<file path="config.mk">
export PLATFORM = sky130hd
export DESIGN_NAME = tetris_cmd_scheduler_flat
export DESIGN_NICKNAME = d
export VERILOG_FILES = /design/src/rtl/tetris_cmd_scheduler_pkg.sv /design/src/rtl/tetris_cmd_scheduler_if.sv /design/src/rtl/tetris_cmd_scheduler_gravity_timer.sv /design/src/rtl/tetris_cmd_scheduler.sv /design/src/flat_wrapper.sv
export SDC_FILE = /design/constraint.sdc
export NUM_CORES = 1
export LEC_CHECK = 0
export ABC_AREA = 1
export CAP_MARGIN = 20
export CORE_ASPECT_RATIO = 2
export CORE_MARGIN = 4
export CORE_UTILIZATION = 52
export CTS_CLUSTER_DIAMETER = 100
export DETAILED_ROUTE_END_ITERATION = 8
export GPL_ROUTABILITY_DRIVEN = 0
export GPL_TIMING_DRIVEN = 0
export PLACE_DENSITY = 0.88
export SYNTH_ARGS = -nofsm -noshare
export SYNTH_HDL_FRONTEND = slang
export SYNTH_SLANG_ARGS = --single-unit
</file>
<file path="constraint.sdc">
create_clock -name clk -period 2.45 [get_ports clk]
set_input_delay 0.49 -clock clk [delete_from_list [all_inputs] [get_ports clk]]
set_output_delay 0.49 -clock clk [all_outputs]
set_load 0.05 [all_outputs]
</file>
<file path="src/rtl/tetris_cmd_scheduler_pkg.sv">
// Shared definitions for the Tetris command scheduler.
// Holds the action codes, the FSM state encoding and the default field width.
package tetris_pkg;

  localparam int DEFAULT_WIDTH = 8;

  localparam logic [7:0] ACT_SPAWN  = 8'd0;
  localparam logic [7:0] ACT_DOWN   = 8'd1;
  localparam logic [7:0] ACT_LEFT   = 8'd2;
  localparam logic [7:0] ACT_RIGHT  = 8'd3;
  localparam logic [7:0] ACT_ROTATE = 8'd4;

  typedef enum logic [1:0] {
    S_SPAWN = 2'd0,
    S_PLAY  = 2'd1,
    S_LOCK  = 2'd2,
    S_OVER  = 2'd3
  } state_e;

endpackage

</file>
<file path="src/rtl/tetris_cmd_scheduler_if.sv">
// Command-stream bundle between the scheduler and its environment.
// master is the scheduler side, slave is the botik/LCG/field-engine side.
interface tetris_cmd_scheduler_if
  import tetris_pkg::*;
#(
  parameter int WIDTH = DEFAULT_WIDTH
);
  logic [WIDTH-1:0]   player_cmd;
  logic               player_valid;
  logic               player_ready;
  logic [WIDTH-1:0]   prng_data;
  logic               prng_enable;
  logic               is_touch;
  logic               is_lose;
  logic [2*WIDTH-1:0] out_data;
  logic               out_valid;
  logic               out_ready;
  logic               game_over;

  modport master (
    input  player_cmd, player_valid, prng_data, is_touch, is_lose, out_ready,
    output player_ready, prng_enable, out_data, out_valid, game_over
  );

  modport slave (
    output player_cmd, player_valid, prng_data, is_touch, is_lose, out_ready,
    input  player_ready, prng_enable, out_data, out_valid, game_over
  );
endinterface

</file>
<file path="src/rtl/tetris_cmd_scheduler_gravity_timer.sv">
// Saturating gravity counter: counts while enabled, parks at PERIOD-1 with due
// raised until cleared.
module gravity_timer #(
  parameter int PERIOD = 16
) (
  input  logic clk,
  input  logic rst,
  input  logic en,
  input  logic clr,
  output logic due
);
  localparam logic [15:0] LAST = 16'(PERIOD - 1);

  logic [15:0] cnt_r;

  assign due = (cnt_r == LAST);

  // Counter: clear wins over counting; holds once it reaches the last value.
  always_ff @(posedge clk or posedge rst) begin
    if (rst) begin
      cnt_r <= 16'd0;
    end else if (clr) begin
      cnt_r <= 16'd0;
    end else if (en && !due) begin
      cnt_r <= cnt_r + 16'd1;
    end else begin
      cnt_r <= cnt_r;
    end
  end
endmodule

</file>
<file path="src/rtl/tetris_cmd_scheduler.sv">
// Arbitrates gravity ticks, player moves and figure spawns into a single
// registered {action, data} command slot feeding the field engine.
module tetris_cmd_scheduler
  import tetris_pkg::*;
#(
  parameter int WIDTH          = DEFAULT_WIDTH,
  parameter int GRAVITY_PERIOD = 16,
  parameter int FIGURE_COUNT   = 7
) (
  input  logic                  clk,
  input  logic                  rst,
  tetris_cmd_scheduler_if.master bus
);
  localparam logic [WIDTH-1:0] FIG_CNT = WIDTH'(FIGURE_COUNT);
  localparam logic [WIDTH-1:0] ONE     = WIDTH'(1'b1);

  logic [1:0]         state_r;
  logic [1:0]         state_nxt_s;
  logic [2*WIDTH-1:0] out_data_r;
  logic [2*WIDTH-1:0] load_word_s;
  logic [WIDTH-1:0]   figure_s;
  logic               out_valid_r;
  logic               game_over_r;
  logic               slot_free_s;
  logic               in_play_s;
  logic               player_ready_s;
  logic               player_take_s;
  logic               spawn_load_s;
  logic               grav_load_s;
  logic               player_load_s;
  logic               lock_done_s;
  logic               load_s;
  logic               grav_due_s;
  logic               grav_clr_s;
  logic               grav_en_s;

  gravity_timer #(.PERIOD(GRAVITY_PERIOD)) u_gravity (
    .clk (clk),
    .rst (rst),
    .en  (grav_en_s),
    .clr (grav_clr_s),
    .due (grav_due_s)
  );

  // Slot arbitration: spawn, then gravity, then player; touch/lose block loads.
  always_comb begin
    slot_free_s    = !out_valid_r || bus.out_ready;
    in_play_s      = (state_r == S_PLAY);
    player_ready_s = in_play_s && slot_free_s && !grav_due_s && !bus.is_touch;
    player_take_s  = player_ready_s && bus.player_valid;
    spawn_load_s   = (state_r == S_SPAWN) && slot_free_s && !bus.is_lose;
    grav_load_s    = in_play_s && slot_free_s && grav_due_s && !bus.is_touch && !bus.is_lose;
    // Codes outside DOWN..ROTATE are still consumed, just never loaded.
    player_load_s  = player_take_s && !bus.is_lose &&
                     (bus.player_cmd >= WIDTH'(ACT_DOWN)) &&
                     (bus.player_cmd <= WIDTH'(ACT_ROTATE));
    lock_done_s    = (state_r == S_LOCK) && !out_valid_r && !bus.is_lose;
    grav_clr_s     = grav_load_s || lock_done_s;
    grav_en_s      = in_play_s;
    load_s         = spawn_load_s || grav_load_s || player_load_s;
    figure_s       = bus.prng_data % FIG_CNT;
    if (spawn_load_s) begin
      load_word_s = {WIDTH'(ACT_SPAWN), figure_s};
    end else if (grav_load_s) begin
      load_word_s = {WIDTH'(ACT_DOWN), ONE};
    end else begin
      load_word_s = {bus.player_cmd, ONE};
    end
  end

  // Next-state logic; a loss overrides every other transition.
  always_comb begin
    state_nxt_s = state_r;
    if (bus.is_lose) begin
      state_nxt_s = S_OVER;
    end else begin
      case (state_r)
        S_SPAWN: state_nxt_s = spawn_load_s ? S_PLAY : S_SPAWN;
        S_PLAY:  state_nxt_s = bus.is_touch ? S_LOCK : S_PLAY;
        S_LOCK:  state_nxt_s = lock_done_s ? S_SPAWN : S_LOCK;
        S_OVER:  state_nxt_s = S_OVER;
        default: state_nxt_s = S_OVER;
      endcase
    end
  end

  // State and registered command slot.
  always_ff @(posedge clk or posedge rst) begin
    if (rst) begin
      state_r     <= S_SPAWN;
      out_data_r  <= {WIDTH'(ACT_SPAWN), ONE};
      out_valid_r <= 1'b0;
      game_over_r <= 1'b0;
    end else begin
      state_r <= state_nxt_s;
      if (bus.is_lose) begin
        out_valid_r <= 1'b0;
        game_over_r <= 1'b1;
      end else if (load_s) begin
        out_data_r  <= load_word_s;
        out_valid_r <= 1'b1;
      end else if (bus.out_ready) begin
        out_valid_r <= 1'b0;
      end else begin
        out_valid_r <= out_valid_r;
      end
    end
  end

  assign bus.out_data     = out_data_r;
  assign bus.out_valid    = out_valid_r;
  assign bus.game_over    = game_over_r;
  assign bus.player_ready = player_ready_s;
  // The LCG advances on the same edge that captures the current figure.
  assign bus.prng_enable  = spawn_load_s && !rst;
endmodule

</file>
<file path="src/flat_wrapper.sv">
// flat-port wrapper written by rule: the top's interface ports become plain ports
module tetris_cmd_scheduler_flat import tetris_pkg::*;
#(
  parameter int WIDTH          = DEFAULT_WIDTH,
  parameter int GRAVITY_PERIOD = 16,
  parameter int FIGURE_COUNT   = 7
)
  (clk, rst, bus_player_cmd, bus_player_valid, bus_prng_data, bus_is_touch, bus_is_lose, bus_out_ready, bus_player_ready, bus_prng_enable, bus_out_data, bus_out_valid, bus_game_over);
  tetris_cmd_scheduler_if #(.WIDTH(WIDTH)) bus_i ();
  input  logic clk;
  input  logic rst;
  input wire logic [$bits(bus_i.player_cmd)-1:0] bus_player_cmd;
  input wire logic [$bits(bus_i.player_valid)-1:0] bus_player_valid;
  input wire logic [$bits(bus_i.prng_data)-1:0] bus_prng_data;
  input wire logic [$bits(bus_i.is_touch)-1:0] bus_is_touch;
  input wire logic [$bits(bus_i.is_lose)-1:0] bus_is_lose;
  input wire logic [$bits(bus_i.out_ready)-1:0] bus_out_ready;
  output wire logic [$bits(bus_i.player_ready)-1:0] bus_player_ready;
  output wire logic [$bits(bus_i.prng_enable)-1:0] bus_prng_enable;
  output wire logic [$bits(bus_i.out_data)-1:0] bus_out_data;
  output wire logic [$bits(bus_i.out_valid)-1:0] bus_out_valid;
  output wire logic [$bits(bus_i.game_over)-1:0] bus_game_over;
  assign bus_i.player_cmd = bus_player_cmd;
  assign bus_i.player_valid = bus_player_valid;
  assign bus_i.prng_data = bus_prng_data;
  assign bus_i.is_touch = bus_is_touch;
  assign bus_i.is_lose = bus_is_lose;
  assign bus_i.out_ready = bus_out_ready;
  assign bus_player_ready = bus_i.player_ready;
  assign bus_prng_enable = bus_i.prng_enable;
  assign bus_out_data = bus_i.out_data;
  assign bus_out_valid = bus_i.out_valid;
  assign bus_game_over = bus_i.game_over;
  tetris_cmd_scheduler #(.WIDTH(WIDTH), .GRAVITY_PERIOD(GRAVITY_PERIOD), .FIGURE_COUNT(FIGURE_COUNT)) u_core (.clk(clk), .rst(rst), .bus(bus_i));
endmodule
</file>
======== After elaboration in Yosys (flattened, before gate mapping) ========
Index checks and enable logic that the tools add are counted.
word-level totals
  register bits ........................... 36
  output and inout bits ................... 20
cells by class
  multiplexer cells ....................... 12
  order comparisons ....................... 2
  bitwise gates (word level) .............. 1
  equal/unequal tests ..................... 4
  divide/modulo/power cells ............... 1
  $add $sub $neg .......................... 1
  reductions and logical operators ........ 29
operator list
  cell                   count
  $mux 16                4
  $add 16x1->16 const B  1
  $eq 16x4->1 const B    1
  $logic_and 1x1->1      16
  $ge 8x1->1 const B     1
  $le 8x3->1 const B     1
  $mod 8x3->8 const B    1
  $pmux 2 s4             1
  $mux 2                 3
  $logic_not 1->1        5
  $eq 2x2->1 const B     2
  $logic_or 1x1->1       4
  $mux 1                 4
  $reduce_bool 3->1      1
  $eq 2x1->1 const B     1
  $logic_not 2->1        1
  $reduce_and 2->1       1
  $reduce_bool 2->1      1
  $not 1->1              1

======== Longest topological paths before layout ========
Gate-level depths: netlist of the first run.
  depth in word-level cells ............... 12
  depth in mapped cells ................... 27
  mapped depth without buffers ............ 27

======== Cells and area by module ========
Synthesis of the first run repeated with hierarchy kept, for this count alone.
second synthesis, totals
  cells, all modules ...................... 369
  area total of the unflattened synthesis .. 2504.9 um^2
by module, submodules not included
  module                cells an instance  area an instance (um^2)  times used
  tetris_cmd_scheduler  213                1451.4                   1
  gravity_timer         156                1053.5                   1

======== Worst setup path after synthesis of the first run ========
Ideal clock, no wire load.
  kind .................................... input to register
  start point ............................. in bus_prng_data[6]
  end point ............................... reg u_core.out_data_r[5] (netlist: u_core.bus.out_data[5])
  stages .................................. 26
  data required time ...................... 2.332 ns
  path buffers ............................ 0
  setup slack ............................. -0.208 ns
  setup time .............................. 0.118 ns
  data arrival time ....................... 2.540 ns
  cell sequence ........................... nand2_1 -> nand2_1 -> nand2_1 -> nand2_2 -> inv_2 -> nand2_4 -> nand2_4 -> nand2_1 -> nand2_2 -> nand2_2 -> nand2_1 -> nand2_1 -> inv_1 -> ha_1 -> nand3_2 -> nand2_1 -> inv_1 -> nand3_1 -> nand2_1 -> ha_1 -> nand3_2 -> nand3_2 -> nand2_1 -> inv_1 -> nand2_1 -> nand2_1
between the ends
  word-level cells in the longest chain between the ends .. 2
ends and longest elaborated chain
  item                    RTL line                     RTL
  start: declaration      flat_wrapper.sv:14           input wire logic [$bits(bus_i.prng_data)-1:0] bus_prng_data;
  $mod 8x3->8             tetris_cmd_scheduler.sv:61   figure_s = bus.prng_data % FIG_CNT;
  $mux 16                 tetris_cmd_scheduler.sv:62   if (spawn_load_s) begin
  end signal: assignment  tetris_cmd_scheduler.sv:91   out_data_r <= {WIDTH'(ACT_SPAWN), ONE};
  end signal: assignment  tetris_cmd_scheduler.sv:100  out_data_r <= load_word_s;
  end: declaration        tetris_cmd_scheduler.sv:19   logic [2*WIDTH-1:0] out_data_r;
Every way passes these cells.
A chain may end at the register's enable or synchronous reset.

======== Final worst setup path of the first run ========
  start point ............................. in bus_prng_data[7]
  end point ............................... reg u_core.out_data_r[7] (netlist: u_core.bus.out_data[7])
Same word-level chain as after synthesis.

==> results of run 1 <==
-- metal layers --
layer | up-vias | wire, um
met5 | - | 0
met2 | 91 | 3721
met4 | 0 | 257
met1 | 1123 | 2182
li1 | 1156 | -
met3 | 24 | 293
-- cells in the final DEF (no fill, tap or decap), types with 12 or more instances in the layout --
cell,n
sky130_fd_sc_hd__nor2_1,21
sky130_fd_sc_hd__nand3_1,20
sky130_fd_sc_hd__buf_4,23
sky130_fd_sc_hd__clkdlybuf4s50_1,32
sky130_fd_sc_hd__o21ai_0,16
sky130_fd_sc_hd__inv_1,51
sky130_fd_sc_hd__nand2_1,60
sky130_fd_sc_hd__dfrtp_1,35
sky130_fd_sc_hd__nand4_1,12
sky130_fd_sc_hd__nand2_2,27
-- through the flow --
step           cells  total power (W)
2_1_floorplan    315         0.001059
3_3_place_gp     408         0.001206
3_5_place_dp     409         0.001227
4_1_cts          435         0.001703
5_1_grt          441         0.001835
6_report         441         0.001751
-- state kept, by name (all words and copies together), names as in the netlist --
name                    cells
u_core.u_gravity.cnt_r     16
u_core.bus.out_valid        1
u_core.state_r              2
u_core.bus.game_over        1
u_core.bus.out_data        16
-- cell type report --
class	instances	area [sq um]
inverters	60	244.0
well taps	52	65.06
flip-flops and latches	36	902.1
repair buffers	67	636.9
fillers	282	884.6
multi-input cells	217	1308
clock inverters	1	5.005
repair inverters	1	7.507
plain buffers	1	3.754
clock buffers	6	72.57
-- repair_timing --
action                                  4_1_cts  5_1_grt
endpoints found under the setup margin       14       22
resized for setup                            61       20
gates cloned                                  0        1
pin swaps                                    24       22
buffers inserted                             20        5
-- cell families after synthesis --
family | after synthesis | share of synthesized area, %
AO/OA/AOI/OAI | 33 | 8.226
XOR/XNOR | 1 | 0.3944
adder cells (fa/ha/maj) | 3 | 1.690
buffers and inverters | 62 | 10.54
flip-flops | 36 | 40.62
AND/OR/NAND/NOR | 180 | 38.54
-- report_power, final --
part	switching, W	total [W]	internal, W
clock network	0.000197	0.000390	0.000193
registers	0.0000301	0.000678	0.000647
logic	0.000412	0.000683	0.000271
total	0.000639	0.00175	0.00111
-- path summary, 6_finish.rpt --
path                                                        from                                      to  slack [ps]  depth (start not counted)
min in group asynchronous                                    rst   u_core.u_gravity.cnt_r[0]$_DFFE_PP0P_         660                          2
max in group asynchronous                                    rst      u_core.bus.out_data[0]$_DFFE_PP1P_        1180                          3
setup reg to reg           u_core.u_gravity.cnt_r[0]$_DFFE_PP0P_  u_core.u_gravity.cnt_r[14]$_DFFE_PP0P_         120                         15
hold reg to reg                 u_core.bus.game_over$_DFFE_PP0P_        u_core.bus.game_over$_DFFE_PP0P_         470                          1
hold / removal                  u_core.bus.game_over$_DFFE_PP0P_        u_core.bus.game_over$_DFFE_PP0P_         470                          1
setup / recovery                                bus_prng_data[7]      u_core.bus.out_data[7]$_DFFE_PP0P_        -100                         24
-- worst register-to-register path, delay by kind of cell, from the launching register on --
kind	cells	cell delay [ps]
adders and majority gates	1	190
buffers and inverters	3	320
AOI/OAI and AO/OA	2	300
DFF	1	390
and+or+nand+nor	9	1000
==> metrics.cfg, run 1 <==
[outcome]
result_of_the_run=finished with violations
failed_checks=setup timing

[cts]
tritoncts=built
clockRootBuffer=sky130_fd_sc_hd__clkbuf_8
cts_buffer_depth=2
clock_pin_slew_on_the_worst_setup_and_hold_paths_ps=60
numCtsBuffers=5
worst_skew_pair_latency_ps=290
cts.hold.buffers_added=0
ctsHtreeMaxLevel=2
tritoncts_num_sinks=36

[sta]
finalSetupViolations=7
final.period_utilization_pct=103.9
whs_ps=465.2
setup_slack_ps=-95.79
timing.final.hold_violations=0
worst_slew_pin_slew_ps=618.7
skew_ps=10.30
tns_ps=-493.4
timing.fmax_mhz=392.8
rsz0062_at_grt=true
timing.slew.headroom_pct=58.71
slew_violations=0
finalWorstPathRequiredPeriod_ps=2546

[detailed_routing]
drt-total-wl_um=6454
drt_drc_violations_left=0
antenna_violating_nets_post_route=0
avg_vias_per_cell=5.429
drt_iter0_drc=87
drt-wirelength-per-cell_um=14.63
firstDrtPassIters=4
vias=2394

[synth]
synth-warning-count=0
netlist-cell-type-count=27
syn-num-nets=340
synth_sequential_area_ratio_pct=40.62
synth_most_common_cell=sky130_fd_sc_hd__nand2_1
ys_top_cells_by_area=sky130_fd_sc_hd__dfrtp_1 39%, sky130_fd_sc_hd__nand2_1 14%, sky130_fd_sc_hd__inv_1 9.6%
syn-cell-area_sq_um=2221
synth_async_sr_flop_share_pct=100.0
synth-main-ff-cell=sky130_fd_sc_hd__dfrtp_1
postSynthRegisterBits=36
synth_commonest_cells=82 x sky130_fd_sc_hd__nand2_1, 57 x sky130_fd_sc_hd__inv_1, 35 x sky130_fd_sc_hd__dfrtp_1, 26 x sky130_fd_sc_hd__nand3_1, 26 x sky130_fd_sc_hd__nor2_1
synth-edff-count=0
average_cell_area_after_synthesis_sq_um=7.050
synth_area_leader_cell=sky130_fd_sc_hd__dfrtp_1
synthCells=315
synth_top_area_share_pct=39.44

[global_routing]
grt_pass1_vias=2325
antenna_found_initial=0
grt_overflow_total=0
grt_first_pass_wirelength_um=9701
global_route_track_usage_on_met1_pct=23.12
grt_max_degree=24
grtUsageTotal_pct=23.85
top_usage_layer_grt=met2
grt.met3_usage_pct=2.972
global_route.usage.met2_pct=45.06

[worst_setup_path]
setup.worst_path.class=primary input to register
timing.critical_path.from_type=primary input
path_buf_inv=9
timing.critical_path.max_delay_family=simple AND/OR/NAND/NOR gates
timing.critical_path.slowest_stage_cell=sky130_fd_sc_hd__buf_4
critical_path.max_stage_delay_ps=140
crit_arrival_ps=2720
crit_path_end_kind=register
cpMostUsedCell=sky130_fd_sc_hd__nand2_1
crit_fanout=4
worstPathCellList=buf_12 > clkinv_8 > nand4_1 > nand2_1 > nand2_2 > buf_4 > buf_4 > buf_4 > buf_4 > nand4_1 > nand2_1 > nand3_2 > nand2_2 > inv_4 > nand3_4 > buf_4 > nand2_2 > nand2_1 > inv_1 > nand3_1 > nand2_1 > nand2_1 > nand2_2 > nand2_1
worst-endpoint-required_ps=2620

[floorplanning]
floorplan.io_pins=42
die_height_um=100.4
placeableCoreArea_sq_um=4129
starting_density_pct=53.79
die_footprint_sq_um=5444
die_width_um=54.21
floorplan.rows=33

[worst_hold_path]
hold_path.class=register to register

[placed_design]
portBuffers=41
placed_cell_area_sq_um=2783
place_worst_setup_slack_ps=-1288
hpwl_um=4150

[cells_and_area]
postLayoutCellArea_sq_um=3244
num-nets-final=414
drive_above_1_share_pct=28.53
final_core_utilization_pct=78.58
area.growth.synth_to_final_pct=46.08
insertedDiodeCount=0

[power_and_ir_drop]
p_leak_nw=1.580
pwr_density_cell_nw_per_um2=539.7
max-vdd-ir-drop_mv=0.3916

[flow_run]
drv.max_cap_violation_count=0

No activity file was read; power rests on OpenSTA's default activity.
==> run 2: changes to the inputs <==
Settings changed: ABC_CLOCK_PERIOD_IN_PS set to 2450, CORE_MARGIN 4 to 10, CORE_UTILIZATION 52 to 50, PLACE_DENSITY 0.88 to 0.85.
==> metrics.cfg, run 2 (synthesis gave the netlist of run 1 again) <==
[global_routing]
grt_overflow_total=0  ; unchanged
grt_pass1_vias=2457  ; +5.7%
grtUsageTotal_pct=16.72  ; -7.1 points
grt_max_degree=20  ; -17%
grt_first_pass_wirelength_um=10400  ; +7.2%
antenna_found_initial=0  ; unchanged

[cts]
clock_pin_slew_on_the_worst_setup_and_hold_paths_ps=70  ; about the same
cts.hold.buffers_added=0  ; unchanged
clockRootBuffer=sky130_fd_sc_hd__clkbuf_8
tritoncts=built
worst_skew_pair_latency_ps=290  ; about the same
tritoncts_num_sinks=36  ; unchanged
cts_buffer_depth=2  ; unchanged
ctsHtreeMaxLevel=2  ; unchanged
numCtsBuffers=5  ; unchanged

[power_and_ir_drop]
power.share.switching_pct=36.40  ; -0.097 points
internal_power_w=0.001173  ; +5.5%
p_leak_nw=1.635  ; +3.5%
share_comb_of_total_power_pct=39.5  ; +0.5 points
seq_power_share_pct=36.9  ; -1.8 points
max-vdd-ir-drop_mv=0.4076  ; +4.1%
pwr_density_cell_nw_per_um2=550.7  ; +2.0%
report.power.total_w=0.001844  ; +5.3%
net-switching-power_w=0.0006713  ; +5.1%
power.share.clock_pct=23.7  ; +1.4 points

[cells_and_area]
post_layout_nonfiller_instances=452  ; +2.5%
num-nets-final=422  ; +1.9%
filler_cell_count=314  ; +11%
drive_above_1_share_pct=30.90  ; +2.4 points
insertedDiodeCount=0  ; unchanged
mostFrequentLayoutCells=58 x sky130_fd_sc_hd__nand2_1, 49 x sky130_fd_sc_hd__inv_1, 35 x sky130_fd_sc_hd__dfrtp_1
layout.cells.most_common=sky130_fd_sc_hd__nand2_1
area.growth.synth_to_final_pct=50.82

[floorplanning]
floorplan.io_pins=42  ; unchanged
floorplan.rows=34  ; +3.0%
placeableCoreArea_sq_um=4339  ; +5.1%
die_height_um=114.3  ; +14%
die_footprint_sq_um=7669  ; +41%
die_width_um=67.13  ; +24%
starting_density_pct=51.18  ; -2.6 points

[placed_design]
hpwl_um=4432  ; +6.8%
portBuffers=41  ; unchanged
place_worst_setup_slack_ps=-1400  ; -111.6 ps
place.detailed.instances=411  ; +0.49%

[sta]
setup_slack_ps=-208.2  ; -112.4 ps
final.period_utilization_pct=108.5  ; +4.6 points
rsz0062_at_grt=true
slew_violations=0  ; unchanged
finalWorstPathRequiredPeriod_ps=2658  ; +112.4 ps
tns_ps=-1037  ; -543.8 ps
skew_ps=3.381  ; -6.918 ps
finalSetupViolations=8  ; +1
worst_slew_pin_slew_ps=830.6  ; +211.9 ps
timing.final.hold_violations=0  ; unchanged
timing.slew.headroom_pct=44.57  ; -14 points
timing.fmax_mhz=376.2  ; -4.2%
whs_ps=469.1  ; +3.888 ps

[worst_setup_path]
reg2reg_from=u_core.u_gravity.cnt_r[6]$_DFFE_PP0P_
timing.critical_path.slowest_stage_cell=sky130_fd_sc_hd__nand4_1
setup.worst_path.class=primary input to register
capture_instance_of_the_worst_register_to_register_path=u_core.u_gravity.cnt_r[10]$_DFFE_PP0P_
path_buf_inv=7  ; -2
timing.critical_path.max_delay_family=simple AND/OR/NAND/NOR gates
setup.reg_to_reg.worst_slack_ps=200  ; +80 ps
crit_fanout=4  ; unchanged
timing.critical_path.from_type=primary input
crit_path_end_kind=register
ff2ff_path_depth=11  ; -4
worst-endpoint-required_ps=2630  ; about the same
cpMostUsedCell=sky130_fd_sc_hd__nand2_2
crit_arrival_ps=2840  ; +120 ps
critical_path.max_stage_delay_ps=150  ; about the same

[worst_hold_path]
min_delay_worst_endpoint=u_core.bus.game_over$_DFFE_PP0P_
hold_path.class=register to register
holdCritStartpoint=u_core.bus.game_over$_DFFE_PP0P_
worst_hold_path.num_cells=1  ; unchanged

[outcome]
result_of_the_run=finished with violations
failed_checks=setup timing

[detailed_routing]
drt-total-wl_um=6965  ; +7.9%
drt-wirelength-per-cell_um=15.41  ; +5.3%
drt_drc_violations_left=0  ; unchanged
avg_vias_per_cell=5.440  ; +0.22%
antenna_violating_nets_post_route=0  ; unchanged
firstDrtPassIters=4  ; unchanged
drt_iter0_drc=152  ; +75%
vias=2459  ; +2.7%

[flow_run]
drv.max_cap_violation_count=0  ; unchanged

run 2: worst max-delay path by stage:
stage	from	endpoint	slack [ps]	depth (start not counted)
2_1_floorplan	bus_prng_data[7]	u_core.bus.out_data[5]$_DFFE_PP0P_	-80	26
3_3_place_gp	bus_is_lose	bus_prng_enable	-1350	5
3_5_place_dp	bus_is_lose	bus_prng_enable	-1400	5
4_1_cts	bus_prng_data[7]	u_core.bus.out_data[5]$_DFFE_PP0P_	-50	27
5_1_grt	bus_prng_data[7]	u_core.bus.out_data[7]$_DFFE_PP0P_	-400	25
6_report	bus_prng_data[7]	u_core.bus.out_data[5]$_DFFE_PP0P_	-210	25
run 2: through the flow:
| step | instance area [sq um] | utilization [%] |
|---|---|---|
| detailed placement | 2785 | 64.19 |
| CTS | 3138 | 72.32 |
| global placement | 2758 | 63.55 |
| global route | 3349 | 77.19 |
| floorplan | 2280 | - |
| finish | 3349 | 77.19 |
run 2: timing repair:
item                                    in CTS  in global routing
endpoints found under the hold margin        0                  0
pin swaps                                   18                 19
endpoints found under the setup margin      19                 18
setup buffers                               21                 13
gates resized for setup                     56                 32
run 2: final cells by class:
cell class / instances / area [sq um] / area share, %
well taps: 54 / 67.56 / 2.017
inverters: 60 / 242.7 / 7.247
clock buffers: 8 / 90.09 / 2.690
flip-flops and latches: 36 / 902.1 / 26.93
plain buffers: 1 / 3.754 / 0.1121
repair buffers: 76 / 705.7 / 21.07
multi-input cells: 217 / 1338 / 39.93
run 2: power by group through the flow:
stage          Combinational (W)  Sequential, W  Clock [W]
6_report                0.000728       0.000680   0.000436
5_1_grt                 0.000788       0.000686   0.000458
3_5_place_dp            0.000541       0.000690          0
2_1_floorplan           0.000269       0.000790          0
3_3_place_gp            0.000522       0.000687          0
4_1_cts                 0.000639       0.000679   0.000436
run 2: metal layers:
layer,share of wire [%],global-route usage [%],vias to the layer above
met4,3.5,7.438,0
met1,34,15.88,1174
met3,4.0,1.863,21
met2,58,33.02,90
li1,-,-,1174
met5,0,0,-
==> run 3: changes to the inputs <==
Settings changed: ABC_CLOCK_PERIOD_IN_PS 2450 to 2880, SKIP_CTS_REPAIR_TIMING set to 1.
Clock period 2.45 ns to 2.88 ns, I/O delays scaled along.
==> metrics.cfg, run 3 (synthesis gave the netlist of run 1 again) <==
[floorplanning]
die_footprint_sq_um=7669  ; unchanged
floorplan.io_pins=42  ; unchanged
placeableCoreArea_sq_um=4339  ; unchanged
die_height_um=114.3  ; unchanged
floorplan.rows=34  ; unchanged
die_width_um=67.13  ; unchanged
starting_density_pct=51.18  ; unchanged

[worst_setup_path]
cpMostUsedCell=sky130_fd_sc_hd__nand2_2
crit_fanout=6  ; +2
setup.worst_path.class=primary input to register
timing.critical_path.slowest_stage_cell=sky130_fd_sc_hd__ha_4
crit_path_end_kind=register
crit_arrival_ps=2920  ; +80 ps
timing.critical_path.from_type=primary input
timing.critical_path.max_delay_family=simple AND/OR/NAND/NOR gates
worst-endpoint-required_ps=3060  ; +430 ps
path_buf_inv=6  ; -1
critical_path.max_stage_delay_ps=160  ; about the same

[placed_design]
place.detailed.instances=411  ; unchanged
place_worst_setup_slack_ps=-978.7  ; +421.0 ps
hpwl_um=4450  ; +0.40%
portBuffers=41  ; unchanged

[sta]
finalWorstPathRequiredPeriod_ps=2740
tns_ps=0  ; +1037 ps
skew_ps=8.037  ; +4.656 ps
timing.final.hold_violations=0  ; unchanged
finalSetupViolations=0  ; -8
worst_slew_pin_slew_ps=773.0  ; -57.63 ps
slew_violations=0  ; unchanged
timing.fmax_mhz=365.0
timing.slew.headroom_pct=48.41  ; +3.8 points
setup_slack_ps=140.5  ; +348.7 ps
final.period_utilization_pct=95.12

[detailed_routing]
drt-wirelength-per-cell_um=13.90  ; -9.8%
firstDrtPassIters=4  ; unchanged
met3_length_um=278  ; -1.4%
route.layer.met1.wl_um=2084  ; -12%
top_layer_used=met4
drt-total-wl_um=5935  ; -15%
met2_length_um=3350  ; -18%
drt_drc_violations_left=0  ; unchanged
drt_iter0_drc=185  ; +22%
antenna_violating_nets_post_route=0  ; unchanged
avg_vias_per_cell=5.347  ; -1.7%
vias=2283  ; -7.2%

[cts]
clock_pin_slew_on_the_worst_setup_and_hold_paths_ps=70  ; about the same
worst_skew_pair_latency_ps=290  ; about the same
tritoncts_num_sinks=36  ; unchanged
tritoncts=built
ctsHtreeMaxLevel=2  ; unchanged
numCtsBuffers=5  ; unchanged
clockRootBuffer=sky130_fd_sc_hd__clkbuf_8
cts_buffer_depth=2  ; unchanged

[outcome]
result_of_the_run=completed

[flow_run]
drv.max_cap_violation_count=0  ; unchanged

[worst_hold_path]
hold_path.class=register to register

[cells_and_area]
layout.cells.most_common=sky130_fd_sc_hd__nand2_1
post_layout_nonfiller_instances=427  ; -5.5%
num-nets-final=398  ; -5.7%
insertedDiodeCount=0  ; unchanged
mostFrequentLayoutCells=69 x sky130_fd_sc_hd__nand2_1, 52 x sky130_fd_sc_hd__inv_1, 35 x sky130_fd_sc_hd__dfrtp_1
area.growth.synth_to_final_pct=34.37
drive_above_1_share_pct=18.77  ; -12 points

[global_routing]
grt_max_degree=20  ; unchanged
grt_first_pass_wirelength_um=9328  ; -10%
grtUsageTotal_pct=15.00  ; -1.7 points
grt_overflow_total=0  ; unchanged
grt_pass1_vias=2227  ; -9.4%
antenna_found_initial=0  ; unchanged

[power_and_ir_drop]
max-vdd-ir-drop_mv=0.3297  ; -19%
pwr_density_cell_nw_per_um2=479.4  ; -13%
p_leak_nw=1.490  ; -8.9%
report.power.total_w=0.001431  ; -22%

==> run 3: path summary, 6_finish.rpt <==
| check | startpoint | endpoint | slack [ps] | depth (start not counted) |
|---|---|---|---|---|
| max | bus_prng_data[5] | u_core.bus.out_data[1]$_DFFE_PP0P_ | 140 | 25 |
| min | u_core.bus.game_over$_DFFE_PP0P_ | u_core.bus.game_over$_DFFE_PP0P_ | 480 | 1 |
| max reg2reg | u_core.u_gravity.cnt_r[7]$_DFFE_PP0P_ | u_core.bus.out_data[1]$_DFFE_PP0P_ | 280 | 11 |
| min reg2reg | u_core.bus.game_over$_DFFE_PP0P_ | u_core.bus.game_over$_DFFE_PP0P_ | 480 | 1 |
| max in group asynchronous | rst | u_core.bus.out_data[0]$_DFFE_PP1P_ | 1480 | 3 |
| min in group asynchronous | rst | u_core.bus.out_valid$_DFFE_PP0P_ | 760 | 2 |
==> run 3: area by class of cell <==
class / instances / area, sq um
Tap cell: 54 / 67.56
Timing Repair Buffer: 51 / 498.0
Sequential cell: 36 / 902.1
Buffer: 2 / 7.507
Multi-Input combinational cell: 217 / 1205
Clock buffer: 6 / 72.57
Inverter: 60 / 226.5
Clock inverter: 1 / 5.005
Fill cell: 375 / 1355
==> run 3: stage by stage <==
step | instance area [sq um] | hold WS (ps) | util (%)
6_report | 2984 | 475.7 | 68.77
4_1_cts | 2804 | 483.6 | 64.62
3_5_place_dp | 2726 | 465.5 | 62.83
5_1_grt | 2984 | 499.5 | 68.77
2_1_floorplan | 2221 | 467.9 | -
3_3_place_gp | 2699 | 450.7 | 62.20
==> run 3: power breakdown <==
group / leakage (nW) / internal [W] / switching, W
Clock: 0.0410 / 0.000164 / 0.000168
Sequential: 0.453 / 0.000551 / 0.0000265
Combinational: 0.996 / 0.000197 / 0.000324
==> run 3: layer usage <==
layer,vias up,GRT usage (%)
met2,59,27.80
met1,1077,14.78
met5,-,0
met4,0,8.402
met3,18,2.353
li1,1129,-
